$ cat src/rtl/apb_bridge_pkg.sv
// Shared types and field positions for the APB async bridge command/response paths.
// Command {pwrite, paddr, pwdata}; response {err, pwrite, rdata}.
package apb_bridge_pkg;

    typedef enum logic [1:0] {
        ST_IDLE   = 2'd0,
        ST_SETUP  = 2'd1,
        ST_ACCESS = 2'd2
    } apb_state_e;

    localparam int CMD_W = 65;
    localparam int RSP_W = 34;

    localparam int CMD_PWRITE_BIT = 64;
    localparam int CMD_PADDR_HI   = 63;
    localparam int CMD_PADDR_LO   = 32;
    localparam int CMD_PWDATA_HI  = 31;
    localparam int CMD_PWDATA_LO  = 0;

    localparam int RSP_ERR_BIT    = 33;
    localparam int RSP_PWRITE_BIT = 32;
    localparam int RSP_RDATA_HI   = 31;
    localparam int RSP_RDATA_LO   = 0;

    localparam logic [31:0] TIMEOUT_RDATA = 32'hDEAD_BEEF;

endpackage

$ cat src/rtl/apb_rsp_fifo.sv
// Synchronous response FIFO, extra pointer bit distinguishes full from empty; count feeds the credit rule.
// Zero-latency head (rdata is 0 when empty); simultaneous push and pop are both honoured.
module apb_rsp_fifo #(
    parameter int WIDTH = 34,
    parameter int DEPTH = 4,
    localparam int AW   = $clog2(DEPTH)
) (
    input  logic             clk,
    input  logic             rst,
    input  logic             push,
    input  logic [WIDTH-1:0] wdata,
    input  logic             pop,
    output logic [WIDTH-1:0] rdata,
    output logic             empty,
    output logic [AW:0]      count
);

    logic [WIDTH-1:0] mem [DEPTH];
    logic [AW:0]      wr_ptr;
    logic [AW:0]      rd_ptr;
    logic             full;
    logic             do_push;
    logic             do_pop;

    assign count   = wr_ptr - rd_ptr;
    assign empty   = (count == '0);
    assign full    = (count == (AW+1)'(DEPTH));
    assign do_pop  = pop && !empty;
    assign do_push = push && (!full || do_pop);
    assign rdata   = empty ? '0 : mem[rd_ptr[AW-1:0]];

    always_ff @(posedge clk) begin
        if (rst) begin
            wr_ptr <= '0;
            rd_ptr <= '0;
        end else begin
            if (do_push) wr_ptr <= wr_ptr + 1'b1;
            if (do_pop)  rd_ptr <= rd_ptr + 1'b1;
        end
    end

    always_ff @(posedge clk) begin
        if (do_push) mem[wr_ptr[AW-1:0]] <= wdata;
    end

`ifndef SYNTHESIS
    always_ff @(posedge clk) begin
        if (!rst && push) begin
            assert (!full) else $error("apb_rsp_fifo: push while full");
        end
    end
`endif

endmodule

$ cat src/rtl/apb_master_seq.sv
// APB master sequencer: pops commands, runs SETUP/ACCESS, queues one response per transfer.
// Response 1 cycle after pready; credit-gated pops; APB_SEQ_TIMEOUT_EN adds a forced ACCESS timeout.
module apb_master_seq
    import apb_bridge_pkg::*;
#(
    parameter int RSP_DEPTH      = 4,
    parameter int TIMEOUT_CYCLES = 256
) (
    input  logic              clk_b,
    input  logic              rst_b,
    input  logic              cmd_valid,
    input  logic [CMD_W-1:0]  cmd_data,
    output logic              cmd_ready,
    output logic [31:0]       paddr_b,
    output logic [31:0]       pwdata_b,
    output logic              pwrite_b,
    output logic              psel_b,
    output logic              penable_b,
    input  logic [31:0]       prdata_b,
    input  logic              pready_b,
    input  logic              pslverr_b,
    output logic              rsp_valid,
    output logic [RSP_W-1:0]  rsp_data,
    input  logic              rsp_ready,
    output logic              busy
);

    localparam int CW = $clog2(RSP_DEPTH) + 1;
    localparam logic [CW-1:0] CREDIT_IDLE = CW'(RSP_DEPTH - 1);
    localparam logic [CW-1:0] CREDIT_B2B  = CW'(RSP_DEPTH - 2);

    if (RSP_DEPTH < 2 || (RSP_DEPTH & (RSP_DEPTH - 1)) != 0) begin : g_bad_depth
        $error("RSP_DEPTH must be a power of two and at least 2");
    end
    if (TIMEOUT_CYCLES < 1 || TIMEOUT_CYCLES > 65535) begin : g_bad_timeout
        $error("TIMEOUT_CYCLES must fit the 16-bit wait counter");
    end

    apb_state_e       state;
    apb_state_e       state_nxt;
    logic [31:0]      paddr_q;
    logic [31:0]      pwdata_q;
    logic             pwrite_q;
    logic             accept;
    logic             push;
    logic [RSP_W-1:0] push_data;
    logic [CW-1:0]    rsp_cnt;
    logic             rsp_empty;
    logic             timed_out;

`ifdef APB_SEQ_TIMEOUT_EN
    localparam logic [15:0] TIMEOUT_LIM = 16'(TIMEOUT_CYCLES);
    logic [15:0] wait_cnt;

    always_ff @(posedge clk_b) begin
        if (rst_b) begin
            wait_cnt <= '0;
        end else if (state == ST_SETUP) begin
            wait_cnt <= '0;
        end else if (state == ST_ACCESS && !pready_b) begin
            wait_cnt <= wait_cnt + 16'd1;
        end
    end

    // A real pready in the same cycle wins over the forced completion.
    assign timed_out = (state == ST_ACCESS) && !pready_b && (wait_cnt == TIMEOUT_LIM);
`else
    assign timed_out = 1'b0;
`endif

    always_comb begin
        state_nxt = state;
        accept    = 1'b0;
        push      = 1'b0;
        push_data = '0;
        case (state)
            ST_IDLE: begin
                if (cmd_valid && (rsp_cnt <= CREDIT_IDLE)) begin
                    accept    = 1'b1;
                    state_nxt = ST_SETUP;
                end
            end
            ST_SETUP: begin
                state_nxt = ST_ACCESS;
            end
            ST_ACCESS: begin
                if (pready_b || timed_out) begin
                    push                      = 1'b1;
                    push_data[RSP_PWRITE_BIT] = pwrite_q;
                    if (timed_out) begin
                        push_data[RSP_ERR_BIT]                = 1'b1;
                        push_data[RSP_RDATA_HI:RSP_RDATA_LO] = TIMEOUT_RDATA;
                    end else begin
                        push_data[RSP_ERR_BIT]                = pslverr_b;
                        push_data[RSP_RDATA_HI:RSP_RDATA_LO] = pwrite_q ? 32'h0 : prdata_b;
                    end
                    // The push above occupies a slot this cycle, hence the tighter credit.
                    if (cmd_valid && (rsp_cnt <= CREDIT_B2B)) begin
                        accept    = 1'b1;
                        state_nxt = ST_SETUP;
                    end else begin
                        state_nxt = ST_IDLE;
                    end
                end
            end
            default: begin
                state_nxt = ST_IDLE;
            end
        endcase
    end

    always_ff @(posedge clk_b) begin
        if (rst_b) begin
            state    <= ST_IDLE;
            paddr_q  <= '0;
            pwdata_q <= '0;
            pwrite_q <= 1'b0;
        end else begin
            state <= state_nxt;
            if (accept) begin
                pwrite_q <= cmd_data[CMD_PWRITE_BIT];
                paddr_q  <= cmd_data[CMD_PADDR_HI:CMD_PADDR_LO];
                pwdata_q <= cmd_data[CMD_PWDATA_HI:CMD_PWDATA_LO];
            end
        end
    end

    // Nothing is consumed from the command FIFO while held in reset.
    assign cmd_ready = accept && !rst_b;
    assign paddr_b   = paddr_q;
    assign pwdata_b  = pwdata_q;
    assign pwrite_b  = pwrite_q;
    assign psel_b    = (state != ST_IDLE);
    assign penable_b = (state == ST_ACCESS);
    assign busy      = psel_b;
    assign rsp_valid = !rsp_empty;

    apb_rsp_fifo #(
        .WIDTH (RSP_W),
        .DEPTH (RSP_DEPTH)
    ) u_rsp_fifo (
        .clk   (clk_b),
        .rst   (rst_b),
        .push  (push),
        .wdata (push_data),
        .pop   (rsp_ready),
        .rdata (rsp_data),
        .empty (rsp_empty),
        .count (rsp_cnt)
    );

endmodule

$ cat config.mk
export PLATFORM = sky130hd
export DESIGN_NAME = apb_master_seq
export DESIGN_NICKNAME = d
export VERILOG_FILES = /design/src/rtl/apb_bridge_pkg.sv /design/src/rtl/apb_rsp_fifo.sv /design/src/rtl/apb_master_seq.sv
export SDC_FILE = /design/constraint.sdc
export NUM_CORES = 1
export LEC_CHECK = 0
export CORE_MARGIN = 8
export CORE_UTILIZATION = 45
export CTS_BUF_LIST = sky130_fd_sc_hd__clkbuf_2
export DETAILED_ROUTE_END_ITERATION = 8
export PLACE_DENSITY = 0.73
export SYNTH_ARGS = -nofsm -noshare
export SYNTH_HDL_FRONTEND = slang
export SYNTH_SLANG_ARGS = --single-unit
$ cat constraint.sdc
create_clock -name clk_b -period 6.3 [get_ports clk_b]
set_clock_uncertainty 0.05 [all_clocks]
set_input_delay 0.945 -clock clk_b [delete_from_list [all_inputs] [get_ports clk_b]]
set_output_delay 0.945 -clock clk_b [all_outputs]
set_load 0.01 [all_outputs]
Word level (Yosys, flattened, before mapping)
Memories as Yosys holds them, arrays and structs flattened. A register that Yosys moved wholly into a read port is not among the register bits.
Index checks and enable logic that the tools add are counted.
{"block": "classes", "add_sub_neg": 3, "order_cmp": 2, "eq_ne": 5, "mux": 18, "reduce_logical": 13}
{"operator": "$mux 34", "n": 3}
{"operator": "$mux 32", "n": 1}
{"operator": "$mux 1", "n": 8}
{"operator": "$mux 2", "n": 4}
{"operator": "$add 3x1->3 const B", "n": 2}
{"operator": "$le 3x2->1 const B", "n": 2}
{"operator": "$pmux 2 s3", "n": 1}
{"operator": "$logic_and 1x1->1", "n": 5}
{"operator": "$eq 3x3->1 const B", "n": 1}
{"operator": "$logic_not 1->1", "n": 3}
{"operator": "$logic_not 3->1", "n": 1}
{"operator": "$sub 3x3->3", "n": 1}
{"operator": "$eq 2x1->1 const B", "n": 1}
{"operator": "$eq 2x2->1 const B", "n": 1}
{"operator": "$logic_not 2->1", "n": 1}
{"operator": "$ne 2x1->1 const B", "n": 1}
{"operator": "$ne 2x2->1 const B", "n": 1}
{"operator": "$pmux 1 s2", "n": 1}
{"operator": "$reduce_and 2->1", "n": 1}
{"operator": "$reduce_bool 2->1", "n": 1}
{"operator": "$logic_or 1x1->1", "n": 1}
{"block": "word_totals", "reg_bits": 73, "ram_bits": 136, "in_bits": 103, "out_inout_bits": 104, "elab_cells": 48, "memories": 1}
{"memory": "u_rsp_fifo.mem", "depth": 4, "word_bits": 34, "read_ports": 1, "rd_ports_with_merged_regs": 1, "wr": 1, "line_no": "apb_rsp_fifo.sv:18", "source": "logic [WIDTH-1:0] mem [DEPTH];"}

Logic depth before layout (Yosys ltp)
Gate-level depths: netlist of the first run.
{"block": "depth", "depth_word": 8, "depth_mapped": 10}

Cells and area by module
A second synthesis of the first run with hierarchy kept.
{"block": "unflattened", "cells_unflattened": 604, "hier_area_um2": 8957.3}
{"module": "apb_rsp_fifo", "instances": 1, "cells_per_inst": 270, "area_each_um2": 5698.0}
{"module": "apb_master_seq", "instances": 1, "cells_per_inst": 334, "area_each_um2": 3259.4}

Least setup slack after synthesis of the first run
No wires, ideal clock.
{"block": "synth_timing", "path_type": "register to register", "start": "reg u_rsp_fifo.wr_ptr[0]", "end": "mem u_rsp_fifo.mem[3][0] (enable)", "arrival_ns": 3.941, "t_required_ns": 5.768, "setup_slack_ns": 1.828, "path_stages_with_launch": 7, "n_path_buf": 0, "period_less_slack_ns": 4.472, "cell_sequence": "dfxtp_1 inv_1 ha_1 inv_1 fa_1 nor3b_1 a211oi_1"}
{"block": "synth_via", "elab_chain_cells": 8, "elab_cells_between_ends": 10, "cone_classes": "add/sub (1); eq/ne (1); mux (2); reduce/logical (6)"}
{"element": "start: declaration", "line_no": "apb_rsp_fifo.sv:19", "source": "logic [AW:0] wr_ptr;"}
{"element": "start signal: assignment", "line_no": "apb_rsp_fifo.sv:37", "source": "if (do_push) wr_ptr <= wr_ptr + 1'b1;"}
{"element": "$sub 3x3->3", "line_no": "apb_rsp_fifo.sv:25", "source": "assign count = wr_ptr - rd_ptr;"}
{"element": "$logic_not 3->1", "line_no": "apb_rsp_fifo.sv:26", "source": "assign empty = (count == '0);"}
{"element": "$logic_not 1->1", "line_no": "apb_rsp_fifo.sv:28", "source": "assign do_pop = pop && !empty;"}
{"element": "$logic_and 1x1->1", "line_no": "apb_rsp_fifo.sv:28"}
{"element": "$logic_or 1x1->1", "line_no": "apb_rsp_fifo.sv:29", "source": "assign do_push = push && (!full || do_pop);"}
{"element": "$logic_and 1x1->1", "line_no": "apb_rsp_fifo.sv:29"}
{"element": "$mux 1", "line_no": "apb_rsp_fifo.sv:43", "source": "if (do_push) mem[wr_ptr[AW-1:0]] <= wdata;"}
{"element": "$mux 1 (implied by the code)", "line_no": "apb_rsp_fifo.sv:43"}
{"element": "end: declaration", "line_no": "apb_rsp_fifo.sv:18"}
Parallel ways exist; a longest one is shown, timed or not.

Final worst setup path of the first run
{"block": "layout_timing", "start": "reg u_rsp_fifo.wr_ptr[0]", "end": "out cmd_ready"}
{"block": "layout_via", "elab_chain_cells": 7, "elab_cells_between_ends": 10, "cone_classes": "add/sub (1); order compare (2); mux (4); reduce/logical (3)"}
{"element": "$sub 3x3->3 (*)", "line_no": "apb_rsp_fifo.sv:25"}
{"element": "$le 3x2->1", "line_no": "apb_master_seq.sv:98", "source": "if (cmd_valid && (rsp_cnt <= CREDIT_B2B)) begin"}
{"element": "$logic_and 1x1->1", "line_no": "apb_master_seq.sv:98"}
{"element": "$mux 1", "line_no": "apb_master_seq.sv:98"}
{"element": "$mux 1", "line_no": "apb_master_seq.sv:87", "source": "if (pready_b || timed_out) begin"}
{"element": "$pmux 1 s2 (*)", "line_no": "apb_master_seq.sv:76", "source": "case (state)"}
{"element": "$logic_and 1x1->1 (*)", "line_no": "apb_master_seq.sv:129", "source": "assign cmd_ready = accept && !rst_b;"}
{"element": "end: declaration", "line_no": "apb_master_seq.sv:13", "source": "output logic cmd_ready,"}
Every way passes the cells marked *; elsewhere a longest branch is shown, timed or not.

==> impl_metrics.json, run 1 <==
{
  "status": "complete, no violations",
  "power_density_mw_per_mm2": 332,
  "reg2reg_from": "u_rsp_fifo.wr_ptr[0]",
  "wire_per_inst_um": 17.1,
  "cpMostUsedCell": "inv_1",
  "critPathLaunchType": "flip-flop",
  "reg2reg_slack_ps": 3010,
  "power_frac_comb_pct": 35.1,
  "gp_congestion": 0.778,
  "final_nets": 939,
  "synth_edf_count": 136,
  "criticalPathCategory": "reg2out",
  "crit_chain": "inv_1 -> ha_1 -> inv_1 -> fa_1 -> inv_1 -> o21ai_0 -> a2111oi_4 -> buf_4 -> nor2b_1 -> clkdlybuf4s50_1",
  "end_kind": "output port",
  "io_buffers": 206,
  "syn_nets": 708,
  "final_cell_mix": "205 x clkdlybuf4s50_1, 136 x edfxtp_1, 132 x nand2b_1, 77 x clkbuf_2, 73 x dfxtp_1",
  "cp_top_family": "buffers and inverters",
  "synth_area_leader_cell": "edfxtp_1",
  "met3_usage_pct": 9.39,
  "pin_count": 207,
  "worst-path-buf-inv": 5,
  "die_y_um": 156,
  "grt_use_total_pct": 16.0,
  "irDropWorstVdd_v": 0.000164,
  "grt_pass1_vias": 6103,
  "dieArea_mm2": 0.0244,
  "ant_nets": 0,
  "rr_worst_depth": 10,
  "crit_path_max_incr_delay_ps": 550,
  "hold_end": "pwdata_b[25]",
  "postRouteWirelength_um": 19400,
  "dr.pass1.iters": 4,
  "ctsLongestPathBuffers": 3,
  "synth.distinct_cells": 30,
  "grt-ovfl-total": 0,
  "netlist_instances": 598,
  "finalInstanceArea_mm2": 0.0116,
  "final_util_pct": 59.9,
  "clock_latency_ps": 770,
  "netlist_area_mm2": 0.00883,
  "drv_cap": 0,
  "slew_headroom_pct": 36.8,
  "htree_levels": 2,
  "yosysSeqAreaShare_pct": 63.3,
  "final.setup.tns_ps": 0,
  "layout-drive-gt1-share_pct": 15.7,
  "top_usage_layer": "met2",
  "p_leak_uw": 0.00416,
  "yosysWarningCount": 0,
  "grt_max_degree": 141,
  "path_max_fanout": 25,
  "cts_setup_buffers": 0,
  "setup_viol": 0,
  "core_mm2": 0.0193,
  "hold_start": "pwdata_b[25]",
  "antenna_found_initial": 2,
  "synthTopCellsByArea": "edfxtp_1 46%, dfxtp_1 17%, nand2b_1 9.4%, mux4_2 8.7%, mux2i_1 7.6%",
  "grt_util_met1_pct": 17.6,
  "area_delta_synth_final_pct": 31.2,
  "p_clk_share_pct": 22.3,
  "drc": 0,
  "period_share_pct": 74.7,
  "dp_hpwl_um": 12500,
  "clkSlewWorstSetupHoldPaths_ps": 90,
  "sequentialPowerShare_pct": 42.6,
  "finalHoldViolations": 0,
  "place_area_mm2": 0.0111,
  "viasPerCell": 4.78,
  "cts_buffers": 54,
  "cp.required_ps": 5300,
  "synth_seq_cells": 211,
  "max_freq_ghz": 0.213,
  "postCtsHoldBufs": 0,
  "initial_core_util_pct": 45.7,
  "num_rows": 51,
  "vias": 5421,
  "ys_async_sr_fraction_pct": 0,
  "grt_pass1_wl_um": 30600,
  "p_sw_share_pct": 31.0,
  "cts_root_buffer": "clkbuf_2",
  "cts_resized": 0,
  "synth_top_area_share_pct": 46.3,
  "fin_crit_ps": 4700,
  "crit_path_top_delay_cell": "clkdlybuf4s50_1",
  "timing.rr.end": "paddr_b[13]",
  "drt_iter0_drc": 206,
  "min_path_type": "reg2reg",
  "syn_avg_cell_area_um2": 14.8,
  "nFillCells": 1540,
  "clock_sinks": 211,
  "report.final.slew_viol_count": 0,
  "min_path_cells": 2,
  "die_width_um": 156,
  "intPower_uw": 2650,
  "rsz0062_at_grt": "false",
  "final_common_cell": "clkdlybuf4s50_1",
  "use_met2_pct": 24.9,
  "ys.flop_type": "edfxtp_1",
  "cp.arrival_ps": 3710,
  "cts_tree": "yes",
  "power_switching_uw": 1190,
  "tightest_slew_ps": 949
}
[power groups by stage]
stage               Combinational, µW  Clock (µW)  Sequential, µW
floorplan                         702           0            1680
global placement                 1350           0            1670
global route                     1460         971            1650
finish                           1350         857            1640
CTS                              1380         902            1640
detailed placement               1370           0            1670
[metal layers]
layer  wire, µm  up-vias
met1       7660     2561
li1           -     2597
met5          9        -
met2       8670      222
met4        443        2
met3       2620       39
[worst max-delay path by stage]
stage | slack (ps) | startpoint | depth (start not counted) | endpoint
after floorplan | 1830 | u_rsp_fifo.wr_ptr[0] | 6 | u_rsp_fifo.mem[3][0]
after global placement | 2200 | pready_b | 6 | cmd_ready
after detailed placement | 2110 | pready_b | 6 | cmd_ready
after CTS | 1470 | u_rsp_fifo.wr_ptr[0] | 10 | cmd_ready
after global routing | 1350 | u_rsp_fifo.wr_ptr[0] | 10 | cmd_ready
final | 1600 | u_rsp_fifo.wr_ptr[0] | 10 | cmd_ready
[registers in the layout, indices dropped and copies added, names as in the netlist, named ones only]
register and flops:
state 2, paddr_b 32, u_rsp_fifo.mem 136, pwrite_b 1, pwdata_b 32, u_rsp_fifo.wr_ptr 3
u_rsp_fifo.rd_ptr 3
[cell type report]
class                      instances  area (µm²)  share of cell area [%]
sequential                       211        5590                    48.3
multi-input combinational        341        3050                    26.4
timing repair buffer             213        2110                    18.2
clock buffer                      77         385                    3.33
tap                              265         332                    2.86
clock inverter                    19        81.3                   0.702
inverter                           8        30.0                   0.259
antenna                            1        2.50                  0.0216
[stage by stage]
stage / total power, µW / hold WS [ps] / setup WS [ps] / std cells
CTS: 3920 / 431 / 1470 / 1134
finish: 3840 / 427 / 1600 / 1135
floorplan: 2380 / 443 / 1830 / 598
global placement: 3020 / 408 / 2200 / 1038
detailed placement: 3040 / 412 / 2110 / 1038
global route: 4080 / 449 / 1350 / 1135
[logic make-up after synthesis]
family	Yosys count	synth area share, %
compound gates	8	0.794
simple gates	220	15.4
buf+inv	46	2.38
mux	101	16.3
flops	211	63.3
xor+xnor	5	0.822
fa+ha+maj	7	1.08
[worst register-to-register path, cell delays in order (launching register included)]
cell	delay (ps)
dfxtp_1	400
inv_1	100
ha_1	190
inv_1	80
fa_1	440
inv_1	80
o21ai_0	160
a2111oi_4	370
buf_4	410
buf_4	670
mux2i_1	280
[synth_stat cells, types with 2 or more instances]
| cell type | number |
|---|---|
| nor2b_1 | 38 |
| dfxtp_1 | 75 |
| buf_6 | 3 |
| o21ai_0 | 2 |
| nand2b_1 | 132 |
| and2_1 | 36 |
| clkbuf_1 | 27 |
| ha_1 | 6 |
| nor2_1 | 7 |
| mux4_2 | 34 |
| edfxtp_1 | 136 |
| mux2i_1 | 67 |
| and3_1 | 2 |
| xnor2_1 | 2 |
| buf_4 | 2 |
| inv_1 | 8 |
| a21oi_1 | 3 |
| buf_2 | 6 |
No activity file was read; power rests on OpenSTA's default activity.
==> run 2: changes to the inputs <==
==> constraint.sdc (replaced) <==
create_clock -name clk_b -period 4.8 [get_ports clk_b]
set_clock_uncertainty 0.05 [all_clocks]
set_input_delay 0.72 -clock clk_b [delete_from_list [all_inputs] [get_ports clk_b]]
set_output_delay 0.72 -clock clk_b [all_outputs]
set_load 0.01 [all_outputs]
==> run 2 against run 1 <==
  * Hold slack barely moved
  * Cell area rose by 0.19%
  * Routed wire length rose by 2.8%
  * Global-route usage is 0.44 points higher
  * Clock power grew 35%
  * First-iteration DRC count up 2.4%
  * Sequential power grew 32%
  * Non-clock buffer count grew 1
  * Sequential cell count did not move
  * Core utilization increased by 0.12 points
==> impl_metrics.json, run 2 (synthesized netlist as in run 1, its figures left out) <==
{
  "drv_cap": 0,
  "layout-drive-gt1-share_pct": 15.6,
  "fin_ws_ps": 667,
  "htree_levels": 2,
  "final.setup.tns_ps": 0,
  "vias": 5444,
  "end_kind": "output port",
  "area_delta_synth_final_pct": 31.4,
  "criticalPathCategory": "reg2out",
  "die_y_um": 156,
  "grt_pass1_vias": 6130,
  "cts_buffers": 51,
  "final_util_pct": 60.0,
  "p_leak_uw": 0.00417,
  "num_rows": 51,
  "seq_area_mm2": 0.00559,
  "cp.required_ps": 4030,
  "nFillCells": 1576,
  "ctsLongestPathBuffers": 3,
  "cp.arrival_ps": 3360,
  "path_max_fanout": 37,
  "final_cell_mix": "205 x clkdlybuf4s50_1, 136 x edfxtp_1, 132 x nand2b_1, 78 x clkbuf_2, 73 x dfxtp_1",
  "grt_max_degree": 140,
  "wire_per_inst_um": 17.6,
  "power_frac_comb_pct": 34.7,
  "dieArea_mm2": 0.0244,
  "p_total_uw": 5090,
  "min_path_type": "reg2reg",
  "slew_headroom_pct": 34.3,
  "critPathLaunchType": "flip-flop",
  "instances_no_fill": 1135,
  "antenna_found_initial": 3,
  "initial_core_util_pct": 45.7,
  "pin_count": 207,
  "drc": 0,
  "cts_root_buffer": "clkbuf_2",
  "fin_crit_ps": 4130,
  "cts_resized": 0,
  "grt-ovfl-total": 0,
  "core_mm2": 0.0193,
  "p_sw_share_pct": 30.6,
  "period_share_pct": 86.1,
  "clock_sinks": 211,
  "max_freq_ghz": 0.242,
  "multi_input_area_mm2": 0.00305,
  "grt_use_total_pct": 16.4,
  "dr.pass1.iters": 4,
  "setup_viol": 0,
  "postRouteWirelength_um": 19900,
  "dp_hpwl_um": 13300,
  "status": "complete, no violations",
  "dp.cells": 1039,
  "irDropWorstVdd_v": 0.000218,
  "postCtsHoldBufs": 0,
  "largest_reg_flops": 136,
  "final_common_cell": "clkdlybuf4s50_1",
  "drt_iter0_drc": 211,
  "clkSlewWorstSetupHoldPaths_ps": 90,
  "tightest_slew_ps": 986,
  "ant_nets": 0,
  "power_density_mw_per_mm2": 439,
  "finalHoldViolations": 0,
  "clock_latency_ps": 750,
  "power_switching_uw": 1560,
  "rsz0062_at_grt": "false",
  "dp_slack_ps": 1420,
  "intPower_uw": 3530,
  "sequentialPowerShare_pct": 42.6,
  "die_width_um": 156,
  "p_clk_share_pct": 22.7,
  "report.final.slew_viol_count": 0,
  "gp_congestion": 0.763,
  "final_nets": 937,
  "cts_tree": "yes",
  "io_buffers": 206,
  "cts_setup_buffers": 0,
  "viasPerCell": 4.80,
  "grt_pass1_wl_um": 31500
}
[run 2: cell count changes in the layout (fill, tap and decap cells not counted)]
cell and delta:
buf_4 +1, bufinv_16 +1, clkinv_2 -3, diode_2 +1
clkbuf_2 +1, clkinvlp_4 -1
[run 2: path summary, 6_finish.rpt]
| path | from | end | slack [ps] | cells past startpoint |
|---|---|---|---|---|
| setup / recovery | u_rsp_fifo.wr_ptr[0] | rsp_data[32] | 670 | 9 |
| hold / removal | paddr_b[20] | paddr_b[20] | 430 | 2 |
| setup reg to reg | u_rsp_fifo.wr_ptr[0] | pwdata_b[27] | 1470 | 10 |
| hold reg to reg | paddr_b[20] | paddr_b[20] | 430 | 2 |
[run 2: metal layers]
metal	part of all wire, %	vias up	GRT usage [%]
met1	40	2599	17.9
li1	-	2608	-
met4	1.1	2	4.62
met3	12	21	9.09
met2	47	214	27.2
met5	0.065	-	0
[run 2: layout make-up]
class                   count  share of cell area, %
diodes                      2                 0.0431
clock buffers              78                   3.36
clock inverters            16                  0.766
inverters                   8                  0.259
multi-input cells         341                   26.3
flip-flops and latches    211                   48.2
well taps                 265                   2.86
repair buffers            214                   18.2
[run 2: worst max-delay path, cell delays in order (launching register included)]
cell and delay [ps]:
dfxtp_1 360, inv_1 120, ha_1 150, inv_1 50, fa_1 460, xor3_1 220
and2_1 170, buf_4 250, nor2b_1 260, clkdlybuf4s50_1 590
[run 2: through the flow]
| stage | cell area, µm² | hold slack (ps) |
|---|---|---|
| final | 11600 | 426 |
| after CTS | 11600 | 378 |
| after global routing | 11600 | 397 |
| after floorplan | 8830 | 443 |
| after global placement | 11100 | 406 |
| after detailed placement | 11100 | 413 |
[run 2: power groups by stage]
| stage | clock [µW] | sequential (µW) | combinational [µW] |
|---|---|---|---|
| finish | 1160 | 2170 | 1770 |
| detailed placement | 0 | 2210 | 1790 |
| global route | 1300 | 2190 | 1900 |
| global placement | 0 | 2210 | 1760 |
| floorplan | 0 | 2200 | 921 |
| CTS | 1210 | 2180 | 1800 |
